File: config.mk
export PLATFORM = sky130hd
export DESIGN_NAME = mfe_window_fetch
export DESIGN_NICKNAME = d
export VERILOG_FILES = /design/src/rtl/mfe_window_fetch.sv
export SDC_FILE = /design/constraint.sdc
export NUM_CORES = 1
export LEC_CHECK = 0
export ABC_CLOCK_PERIOD_IN_PS = 5600
export BUFFER_PORTS_ARGS = -buffer_cell sky130_fd_sc_hd__buf_2
export CAP_MARGIN = 0
export CELL_PAD_IN_SITES_DETAIL_PLACEMENT = 1
export CELL_PAD_IN_SITES_GLOBAL_PLACEMENT = 2
export CORE_ASPECT_RATIO = 0.8
export CORE_MARGIN = 4
export CORE_UTILIZATION = 33
export DETAILED_ROUTE_END_ITERATION = 8
export HOLD_SLACK_MARGIN = 0.12
export PLACE_DENSITY_LB_ADDON = 0.1
export SYNTH_ARGS = -nofsm -noshare
export SYNTH_HDL_FRONTEND = slang
export SYNTH_SLANG_ARGS = --single-unit
File: constraint.sdc
create_clock -name clk -period 5.6 [get_ports clk]
set_clock_uncertainty 0.1 [all_clocks]
set_input_delay 0.84 -clock clk [delete_from_list [all_inputs] [get_ports clk]]
set_output_delay 0.84 -clock clk [all_outputs]
set_load 0.05 [all_outputs]
File: src/rtl/mfe_window_fetch.sv
// mfe_window_fetch: raster-scans the image ROM and presents one zero-padded 3x3
// window per pixel to the median sorter over a valid/ready handshake.
module mfe_window_fetch #(
    parameter int IMG_W = 128,
    parameter int IMG_H = 128,
    parameter int AW    = 14
) (
    input  logic          clk,
    input  logic          reset,
    input  logic          ready,
    output logic          busy,
    output logic [AW-1:0] iaddr,
    input  logic [7:0]    idata,
    output logic          win_valid,
    input  logic          win_ready,
    output logic [71:0]   win_data,
    output logic [AW-1:0] win_addr
);
    localparam int CW = $clog2(IMG_W);
    localparam int RW = AW - CW;

    typedef enum logic [1:0] {IDLE, FETCH, OUT, DONE} state_t;

    state_t        state_q, state_d;
    logic [RW-1:0] r_q, r_d;
    logic [CW-1:0] c_q, c_d;
    logic [2:0]    k_q, k_d;
    logic [AW-1:0] iaddr_q, iaddr_d;
    logic          busy_q, valid_q;
    logic [7:0]    win_q [9];
    logic [7:0]    win_d [9];
    logic [2:0]    iss_j, cap_j;
    logic [3:0]    cap_p;
    logic          first, accept, last, issue;

    // Slot j of a fetch: rows r-1,r,r+1 in order; column 0 fetches loop twice (cols 0 and 1).
    function automatic logic [1:0] slot_row(input logic [2:0] j);
        return (j >= 3'd3) ? 2'(j - 3'd3) : j[1:0];
    endfunction

    function automatic logic slot_off(input logic [2:0] j, input logic [CW-1:0] c);
        return (c != '0) || (j >= 3'd3);
    endfunction

    function automatic logic slot_oob(input logic [2:0] j, input logic [RW-1:0] r, input logic [CW-1:0] c);
        return (slot_row(j) == 2'd0 && r == '0) ||
               (slot_row(j) == 2'd2 && r == RW'(IMG_H - 1)) ||
               (slot_off(j, c) && c == CW'(IMG_W - 1));
    endfunction

    function automatic logic [AW-1:0] slot_addr(input logic [2:0] j, input logic [RW-1:0] r, input logic [CW-1:0] c);
        logic [RW-1:0] row;
        row = r + RW'(slot_row(j)) - RW'(1);
        return {row, c + CW'(slot_off(j, c))};
    endfunction

    function automatic logic [3:0] slot_pos(input logic [2:0] j, input logic fst);
        return 4'(slot_row(j)) * 4'd3 + ((fst && j < 3'd3) ? 4'd1 : 4'd2);
    endfunction

    always_comb begin
        state_d = state_q;
        r_d     = r_q;
        c_d     = c_q;
        k_d     = k_q;
        iaddr_d = iaddr_q;
        win_d   = win_q;
        first   = c_q == '0;
        accept  = valid_q & win_ready;
        last    = {r_q, c_q} == AW'(IMG_W * IMG_H - 1);
        issue   = 1'b0;
        iss_j   = k_q + 3'd1;
        cap_j   = k_q - 3'd1;
        cap_p   = slot_pos(cap_j, first);
        case (state_q)
            IDLE: if (ready) begin
                state_d = FETCH;
                r_d     = '0;
                c_d     = '0;
                k_d     = '0;
                win_d   = '{default: '0};
                issue   = 1'b1;
                iss_j   = '0;
            end
            FETCH: begin
                // Data for the slot issued last cycle arrives now; padding slots write zero.
                if (k_q != '0) win_d[cap_p] = slot_oob(cap_j, r_q, c_q) ? 8'h00 : idata;
                k_d   = k_q + 3'd1;
                issue = k_q < (first ? 3'd5 : 3'd2);
                if (k_q == (first ? 3'd6 : 3'd3)) state_d = OUT;
            end
            OUT: if (accept) begin
                c_d     = c_q + CW'(1);
                r_d     = (c_q == CW'(IMG_W - 1)) ? r_q + RW'(1) : r_q;
                k_d     = '0;
                state_d = last ? DONE : FETCH;
                issue   = !last;
                iss_j   = '0;
                for (int i = 0; i < 3; i++) begin
                    win_d[3*i]   = win_q[3*i+1];
                    win_d[3*i+1] = win_q[3*i+2];
                    win_d[3*i+2] = 8'h00;
                end
                if (c_q == CW'(IMG_W - 1)) win_d = '{default: '0};
            end
            DONE: state_d = IDLE;
            default: state_d = IDLE;
        endcase
        if (issue && !slot_oob(iss_j, r_d, c_d)) iaddr_d = slot_addr(iss_j, r_d, c_d);
    end

    always_ff @(posedge clk) begin
        if (!reset) begin
            state_q <= IDLE;
            r_q     <= '0;
            c_q     <= '0;
            k_q     <= '0;
            iaddr_q <= '0;
            busy_q  <= 1'b0;
            valid_q <= 1'b0;
            win_q   <= '{default: '0};
        end else begin
            state_q <= state_d;
            r_q     <= r_d;
            c_q     <= c_d;
            k_q     <= k_d;
            iaddr_q <= iaddr_d;
            busy_q  <= state_d != IDLE;
            valid_q <= state_d == OUT;
            win_q   <= win_d;
        end
    end

    assign busy      = busy_q;
    assign iaddr     = iaddr_q;
    assign win_valid = valid_q;
    assign win_addr  = {r_q, c_q};
    assign win_data  = {win_q[0], win_q[1], win_q[2], win_q[3], win_q[4],
                        win_q[5], win_q[6], win_q[7], win_q[8]};
endmodule
### Word level (Yosys, flattened, before mapping)

Cells that the tools add are included.

| operators by class | value |
|---|---|
| add/subtract/negate cells | 10 |
| $mul | 1 |
| order comparisons | 6 |
| equal/unequal tests | 15 |
| multiplexer cells | 35 |
| bitwise logic cells | 2 |
| reduce and logical (&&, ||, !) cells | 30 |

Operator list:

| cell | count |
|---|---|
| $mux W72 | 4 |
| $pmux W72 S3 | 1 |
| $bwmux W72 | 1 |
| $mux W7 | 5 |
| $demux W8 S4 | 1 |
| $eq A7 B7 Y1 const B | 4 |
| $pmux W7 S2 | 2 |
| $logic_not A7 Y1 | 3 |
| $mux W3 | 6 |
| $mux W8 | 2 |
| $add A7 B1 Y7 const B | 2 |
| $eq A14 B14 Y1 const B | 1 |
| $mux W2 | 7 |
| $reduce_bool A7 Y1 | 2 |
| $eq A2 B2 Y1 const B | 5 |
| $logic_and A1 B1 Y1 | 9 |
| $pmux W3 S3 | 1 |
| $pmux W2 S4 | 1 |
| $add A7 B1 Y7 | 1 |
| $add A7 B2 Y7 | 1 |
| $sub A7 B1 Y7 const B | 1 |
| $ge A3 B2 Y1 const B | 2 |
| $logic_not A2 Y1 | 3 |
| $logic_or A1 B1 Y1 | 6 |
| 22 further kinds | 28 |

| word-level totals | value |
|---|---|
| register bits | 107 |
| input port bits | 12 |
| word-level logic and storage cells | 115 |

### Logic depth before layout (Yosys ltp)

Gate-level depths: netlist (run 1).

| logic depth | value |
|---|---|
| depth in word-level cells | 13 |
| mapped depth | 21 |
| mapped depth without buffers | 19 |

### Least setup slack after synthesis (run 1)

OpenSTA, ideal clock, no wires.

| path | value |
|---|---|
| path kind | flip-flop to flip-flop |
| from | register k_q[0] |
| to | register win_q (netlist bit win_data[41]) |
| library setup time | 117 ps |
| arrival time | 3698 ps |
| data required time | 5383 ps |
| slack | 1685 ps |
| stages on the path, launching flop included | 16 |
| cell sequence | dfxtp_1 -> inv_1 -> ha_1 -> buf_1 -> nand2_1 -> o21ai_0 -> inv_1 -> ha_1 -> ha_1 -> ha_1 -> fa_1 -> nor2_1 -> nand2_1 -> nor2_1 -> o31ai_1 -> a22o_1 |

| between the ends | value |
|---|---|
| longest elaborated chain between the ends | 13 |
| elaborated cells between the ends (all ways) | 30 |

Ends and longest elaborated chain:

| item | line | RTL |
|---|---|---|
| start: declaration | 27 | `logic [2:0] k_q, k_d;` |
| start signal: assignment | 126 | `k_q <= k_d;` |
| $sub A3 B1 Y3 | 73 | `cap_j = k_q - 3'd1;` |
| $ge A3 B2 Y1 (tied with other cells) | 38, 42 |  |
| $mux W2 or $logic_and A1 B1 Y1 (tied branches) | 38, 58 |  |
| $mul A2 B2 Y4 or $mux W2 (tied branches) | 58 | `return 4'(slot_row(j)) * 4'd3 + ((fst && j < 3'd3) ? 4'd1 : 4'd2);` |
| $add A4 B2 Y4 | 58 |  |
| $not A4 Y5 | 87 | `if (k_q != '0) win_d[cap_p] = slot_oob(cap_j, r_q, c_q) ? 8'h00 : idata;` |
| $ge A5 B5 Y1 (not written as such) or $lt A5 B1 Y1 (tied branches) | 87 |  |
| $logic_and A1 B1 Y1 (not written as such) | 87 |  |
| $mux W8 | 87 |  |
| $demux W8 S4 | 87 |  |
| $bwmux W72 | 87 |  |
| $mux W72 | 87 |  |
| $pmux W72 S3 | 75 | `case (state_q)` |
| end signal: assignment | 130 | `win_q <= win_d;` |
| end: declaration | 30 | `logic [7:0] win_q [9];` |

Parallel ways exist; a longest one is shown, timed or not. The select of a mux whose other input is x is not followed.
A chain may end at the register's enable or synchronous reset.

### Worst setup path after layout (run 1)

| path | value |
|---|---|
| from | register state_q[0] |
| to | register iaddr_q[12] (netlist: iaddr[12]) |

| between the ends | value |
|---|---|
| longest elaborated chain between the ends | 10 |
| elaborated cells between the ends (all ways) | 26 |

Ends and longest elaborated chain:

| item | line | RTL |
|---|---|---|
| start: declaration | 24 | `state_t state_q, state_d;` |
| start signal: assignment | 123 | `state_q <= state_d;` |
| branches (longest 10 deep; another with $add A7 B2 Y7) | n/a |  |
| end signal: assignment | 127 | `iaddr_q <= iaddr_d;` |
| end: declaration | 28 | `logic [AW-1:0] iaddr_q, iaddr_d;` |

Several ways; the timed one is not identified.

==> key figures, run 1 <==
Run status
  – Status: finished, final reports clean

Timing
  – Final-report hold violation count: 0
  – Slew @ Worst Pin: 1150 ps
  – Slew HR: 23.5%
  – Crit share post-route: 87.7%
  – Post-layout minimum cycle time: 4910 ps
  – RSZ-0062 raised after global routing: false
  – Slew Viols, Final: 0
  – Max frequency: 204 MHz
  – Sum Neg Setup Slack: 0 ps
  – Count of final setup violators: 0
  – Min Hold Slack: 357 ps

Placement
  – Final GP Congestion: 0.804
  – Area post-placement: 7220 sq um
  – Post-DP HPWL: 16700 um
  – IO Port Bufs: 113

Route
  – Iteration-0 DRC Markers: 544
  – Routed wire length per instance: 20.2 um
  – Antenna Violating Nets Remaining: 0
  – DRC viols: 0
  – Final WL: 23400 um
  – Vias/cell: 5.65
  – Total iterations of the first detailed-routing run: 4
  – Via count: 6560

CTS
  – Clock sink count: 107
  – Clock latency at the later pin of the worst-skew pair: 360 ps
  – Root Buffer: clkbuf_16
  – CTS tree: built
  – H-tree Lvls: 3
  – Post-cts resize count: 0
  – Post-cts hold buffer count: 0
  – Post-CTS Setup Bufs: 0
  – CTS Buf Count: 9
  – CTS Buffer Depth: 2
  – Reg clk slew, reported paths: 80 ps

Layout
  – Layout cells sized above 1: 17.4%
  – Final Cell Area: 7510 sq um
  – ANT cells: 0
  – Nets: 943
  – Finished Core Util: 39.2%
  – Synth-to-layout area growth: 15.9%

Logic synthesis
  – Mean post-synth cell area: 7.91 sq um
  – Async SR Flop Fraction: 0%
  – Net count after synthesis: 865
  – Yosys cell types: 70
  – Synthesized area: 6480 sq um
  – Yosys reg bits: 107
  – Seq/Total Area, Yosys: 33.0%
  – Yosys warning count: 0
  – Post-synth EDFFs: 0
  – Cells after Synth: 820
  – Main synth FF type: dfxtp_1

Power and ir drop
  – Seq pwr share: 41.5%
  – Clock Power Share: 34.8%
  – Logic gate share of total power: 23.7%
  – Worst VDD drop: 0.129 mV
  – Power Density: 250 nW/um^2
  – P_int: 1.22 mW
  – Sw Ratio: 35.1%
  – Sw power: 0.660 mW
  – Total Power: 1.88 mW
  – LEAKAGE: 2.98 nW

Critical path
  – Critical Path End Type: flop
  – Startpoint types: flop
  – Worst Path Arrival: 5100 ps
  – WP data required: 5780 ps
  – Worst setup path class: reg -> reg
  – Crit path max fanout: 34

Floorplanning
  – Die Footprint: 22000 sq um
  – CORE AREA: 19100 sq um
  – Die Wd: 165 um
  – # rows: 45
  – Ports: 114
  – Initial core utilization: 33.9%
  – Die Span Y: 133 um

Global route
  – Grt ovf: 0
  – Largest net degree at the start of global routing: 55
  – Initial antenna violation count: 0
  – Total GRT Usage: 21.3%
  – Vias in the first global route: 6683
  – First-pass GRT wire length: 37600 um

Job
  – Maxcap violations: 0

Worst hold path
  – Worst hold path class: reg -> reg
registers in the layout (all words and copies together), names as in the netlist:
register   cells
r_q            7
win_data      72
win_valid      1
k_q            3
state_q        2
busy           1
c_q            7
iaddr         14
cell usage after synthesis (4+ instances only):
library cell | number | area, sq um
nand2_1 | 110 | 413
dfxtp_1 | 107 | 2140
nor2_1 | 78 | 293
a21oi_1 | 66 | 330
o21ai_0 | 65 | 325
o31ai_1 | 50 | 375
a22o_1 | 48 | 420
clkbuf_1 | 40 | 150
ha_1 | 31 | 388
inv_1 | 31 | 116
mux2i_1 | 17 | 170
nand3_1 | 15 | 75.1
and2_1 | 11 | 68.8
o2bb2ai_1 | 10 | 87.6
a31oi_1 | 9 | 56.3
o22ai_1 | 9 | 56.3
a32o_1 | 8 | 80.1
buf_2 | 8 | 40.0
nand2b_1 | 7 | 43.8
nor3_1 | 7 | 35.0
xnor2_1 | 7 | 61.3
nor2b_1 | 5 | 31.3
and3_1 | 4 | 25.0
or3_1 | 4 | 25.0
xor2_1 | 4 | 35.0
power by group through the flow:
stage	clock network, mW	logic, mW	registers, mW
after CTS	0.676	0.443	0.779
final	0.653	0.445	0.779
after detailed placement	0	0.441	0.797
after global routing	0.711	0.488	0.781
after floorplan	0	0.276	0.830
after global placement	0	0.426	0.796
cells by family (layout without fill, tap and decap cells):
family          Yosys count  in the layout  share of synthesized area (%)
fa+ha+maj                33             33                           6.60
xor+xnor                 13             13                           2.16
buf+inv                  85            168                           5.25
compound gates          294            294                           30.8
flops                   107            107                           33.0
simple gates            269            269                           19.2
mux                      19             19                           2.97
layout make-up:
| type | count | area [sq um] |
|---|---|---|
| Multi-Input combinational cell | 628 | 4020 |
| Clock buffer | 10 | 239 |
| Clock inverter | 6 | 58.8 |
| Timing Repair Buffer | 119 | 611 |
| Sequential cell | 107 | 2140 |
| Tap cell | 258 | 323 |
| Fill cell | 2362 | 11600 |
| Inverter | 33 | 124 |
layout by cell type, fill, tap and decap left out, drive strengths merged, types with 5 or more instances in the layout:
master / instances
nand2: 110
o21ai: 66
mux2i: 17
xnor2: 8
o22ai: 9
dfxtp: 107
buf: 119
and2: 12
nand2b: 7
nor2: 80
o2bb2ai: 10
xor2: 5
o31ai: 50
a22o: 48
a21oi: 66
a32o: 8
a31oi: 10
nand4: 5
nor2b: 5
ha: 31
nor3: 10
clkbuf: 10
inv: 34
nand3: 15
per-layer routing:
layer / share of wire, % / GRT usage, % / vias to the layer above
li1: - / - / 3133
met1: 51 / 31.9 / 3258
met2: 43 / 32.0 / 152
met3: 4.9 / 3.65 / 17
met4: 0.94 / 4.16 / 0
met5: 0 / 0 / -
through the flow:
| stage | std cells | setup slack [ps] |
|---|---|---|
| 3_3_place_gp | 1145 | 1020 |
| 4_1_cts | 1161 | 700 |
| 6_report | 1161 | 687 |
| 5_1_grt | 1161 | 235 |
| 2_1_floorplan | 820 | 1690 |
| 3_5_place_dp | 1145 | 732 |
worst paths after layout:
check | cells after the start | from | slack [ps] | endpoint
max | 18 | state_q[0] | 690 | iaddr[12]
min | 2 | iaddr[4] | 360 | iaddr[4]
max reg2reg | 18 | state_q[0] | 690 | iaddr[12]
min reg2reg | 2 | iaddr[4] | 360 | iaddr[4]
critical path: stages, from the launching register on:
cell and delay (ps):
dfxtp_1 340, inv_1 130, ha_1 940, mux2i_1 160, buf_4 240, nor2_1 260
nor2b_1 90, ha_1 250, nand2b_1 180, o21ba_2 220, o31a_1 330, xnor2_1 150
ha_1 260, fa_1 420, a21o_1 190, a21oi_1 160, xor2_1 160, nand2_1 80
mux2i_1 170
No activity file was read; power rests on OpenSTA's default activity.
==> run 2, diff against run 1 <==
--- a/config.mk
+++ b/config.mk
@@ -8,14 +8,13 @@
 export ABC_CLOCK_PERIOD_IN_PS = 5600
 export BUFFER_PORTS_ARGS = -buffer_cell sky130_fd_sc_hd__buf_2
 export CAP_MARGIN = 0
-export CELL_PAD_IN_SITES_DETAIL_PLACEMENT = 1
-export CELL_PAD_IN_SITES_GLOBAL_PLACEMENT = 2
 export CORE_ASPECT_RATIO = 0.8
 export CORE_MARGIN = 4
-export CORE_UTILIZATION = 33
+export CORE_UTILIZATION = 55
 export DETAILED_ROUTE_END_ITERATION = 8
+export GPL_ROUTABILITY_DRIVEN = 1
 export HOLD_SLACK_MARGIN = 0.12
-export PLACE_DENSITY_LB_ADDON = 0.1
+export PLACE_DENSITY = 0.79
 export SYNTH_ARGS = -nofsm -noshare
 export SYNTH_HDL_FRONTEND = slang
 export SYNTH_SLANG_ARGS = --single-unit
==> run 2 against run 1 <==
Net effect: combinational power fell by 7.0%; first-iteration DRC count rose by 35%; core utilization is 25 points higher; critical path depth decreased by 4; via count decreased by 0.32%; final cell count is 9.7% lower; cell area decreased by 1.8%; global-route usage is 5.6 points higher; sequential share of layout area grew 0.53 points; routed wire length down 23%; register-to-register slack better by 430 ps; worst hold slack worse by 3.0 ps.
==> key figures, run 2 (synthesis gave the netlist of run 1 again) <==
Run status
  – Status: finished, final reports clean

Route
  – Total iterations of the first detailed-routing run: 7 (+3)
  – Antenna Violating Nets Remaining: 0 (unchanged)
  – DRC viols: 0 (unchanged)
  – Routed wire length per instance: 17.3 um (-14%)
  – Iteration-0 DRC Markers: 733 (+35%)
  – Via count: 6539 (-0.32%)
  – Final WL: 18100 um (-23%)
  – Vias/cell: 6.24 (+10%)

CTS
  – Clock sink count: 107 (unchanged)
  – Clock latency at the later pin of the worst-skew pair: 360 ps (about the same)
  – CTS Buffer Depth: 2 (unchanged)
  – CTS tree: built
  – Root Buffer: clkbuf_16
  – Reg clk slew, reported paths: 80 ps (about the same)
  – Post-CTS Setup Bufs: 0 (unchanged)
  – CTS Buf Count: 9 (unchanged)
  – Post-cts resize count: 0 (unchanged)
  – Post-cts hold buffer count: 0 (unchanged)
  – H-tree Lvls: 3 (unchanged)

Timing
  – RSZ-0062 raised after global routing: false
  – Final-report hold violation count: 0 (unchanged)
  – Max frequency: 223 MHz (+9.7%)
  – Sum Neg Setup Slack: 0 ps (unchanged)
  – Slew HR: 23.5% (about the same)
  – Slew @ Worst Pin: 1150 ps (-0.334 ps)
  – Count of final setup violators: 0 (unchanged)
  – Slew Viols, Final: 0 (unchanged)
  – Crit share post-route: 80.0% (-7.8 points)
  – Post-layout minimum cycle time: 4480 ps (-435 ps)

Layout
  – Nets: 941 (-0.21%)
  – Max reg flops: 72 (unchanged)
  – Final Cell Area: 7380 sq um (-1.8%)
  – Layout cells sized above 1: 17.1% (-0.28 points)
  – ANT cells: 0 (unchanged)
  – Finished Core Util: 64.1% (+25 points)
  – Synth-to-layout area growth: 13.8%
  – Final Non-Filler Cells: 1048 (-9.7%)
  – Most frequent cells in the layout: buf_2 (113), nand2_1 (110), dfxtp_1 (107)
  – Commonest non-fill, non-tap cell in the layout: buf_2

Critical path
  – Critical Path End Type: flop
  – Crit path max fanout: 9 (-74%)
  – Slowest stage cell, crit path: nor2_1
  – Reg2Reg Capture Point: win_data[40]
  – Start point of the critical path: k_q[0]
  – Crit path top cell by count: ha_1
  – Worst Path Arrival: 4630 ps (-470 ps)
  – Worst path cell trace: inv_1 > ha_1 > nand2_1 > o21ai_0 > inv_1 > ha_1 > ha_1 > ha_1 > fa_1 > nor2_1 > nand2_1 > nor2_1 > o31ai_1 > a22o_1
  – Startpoint types: flop
  – Delay-heaviest family, CP: adder cells
  – WP buf/inv: 2 (unchanged)
  – Flop2flop setup slack: 1120 ps (+430 ps)
  – Worst Setup EP: win_data[40]
  – Crit path depth: 14 (-4)
  – Reg2reg start: k_q[0]
  – Worst path max stage delay: 550 ps (-390 ps)
  – Worst setup path class: reg -> reg
  – WP data required: 5750 ps (-30 ps)
  – FF-to-FF path depth: 14 (-4)

Placement
  – IO Port Bufs: 113 (unchanged)
  – Final GP Congestion: 0.887 (+10%)
  – Post-DP HPWL: 12500 um (-25%)
  – Dpl cells: 1033 (-9.8%)
  – Area post-placement: 7060 sq um (-2.1%)

Floorplanning
  – CORE AREA: 11500 sq um (-40%)
  – Die Footprint: 13600 sq um (-38%)
  – Die Span Y: 105 um (-21%)
  – Initial core utilization: 56.3% (+22 points)
  – # rows: 35 (-22%)
  – Ports: 114 (unchanged)
  – Die Wd: 129 um (-21%)

Power and ir drop
  – LEAKAGE: 2.98 nW (-0.13%)
  – Worst VDD drop: 0.159 mV (+23%)
  – Power Density: 255 nW/um^2 (+1.9%)
  – Total Power: 1.88 mW (about the same)

Global route
  – Largest net degree at the start of global routing: 97 (+76%)
  – Vias in the first global route: 5821 (-13%)
  – Initial antenna violation count: 0 (unchanged)
  – First-pass GRT wire length: 30100 um (-20%)
  – Grt ovf: 0 (unchanged)
  – Total GRT Usage: 26.9% (+5.6 points)

Worst hold path
  – Worst hold path class: reg -> reg

Job
  – Maxcap violations: 0 (unchanged)
-- run 2: cell count changes in the layout (fill, tap and decap cells not counted), sizes merged --
cell and change:
clkinv -2, buf -2, bufinv +2, clkinvlp +1, inv -1, clkbuf -1
-- run 2: metal layers --
metal / part of all wire, % / global-route usage (%)
met4: 1.5 / 7.42
met3: 8.9 / 5.42
met5: 0 / 0
met1: 47 / 41.0
met2: 43 / 38.0
-- run 2: per-stage QoR --
step                      hold slack [ps]  setup slack, ps
after CTS                             358             1180
final                                 354             1120
after global routing                  369              721
after detailed placement              348             1190
after global placement                344             1320
after floorplan                       391             1690
-- run 2: cell type report --
type	count	area (sq um)
clock inverter	6	88.8
tap	148	185
inverter	33	124
sequential	107	2140
timing repair buffer	117	596
multi-input combinational	628	4020
fill	1023	4140
clock buffer	9	225
-- run 2: tightest hold or removal path, delay by kind of cell, from the launching register on --
kind	cells	cell delay, ps
DFF	1	310
muxes	1	50
and+or+nand+nor	1	50
-- run 2: how the worst min path moves through the flow --
stage | from | to | cells after the start
after floorplan | k_q[1] | k_q[1] | 2
after global placement | iaddr[7] | iaddr[7] | 2
after detailed placement | iaddr[3] | iaddr[3] | 2
after CTS | iaddr[3] | iaddr[3] | 2
after global routing | iaddr[2] | iaddr[2] | 2
final | iaddr[3] | iaddr[3] | 2
-- run 2: power by group --
group,internal (mW),switching (mW)
registers,0.772,0.00641
clock network,0.391,0.296
logic,0.120,0.294
total,1.28,0.597
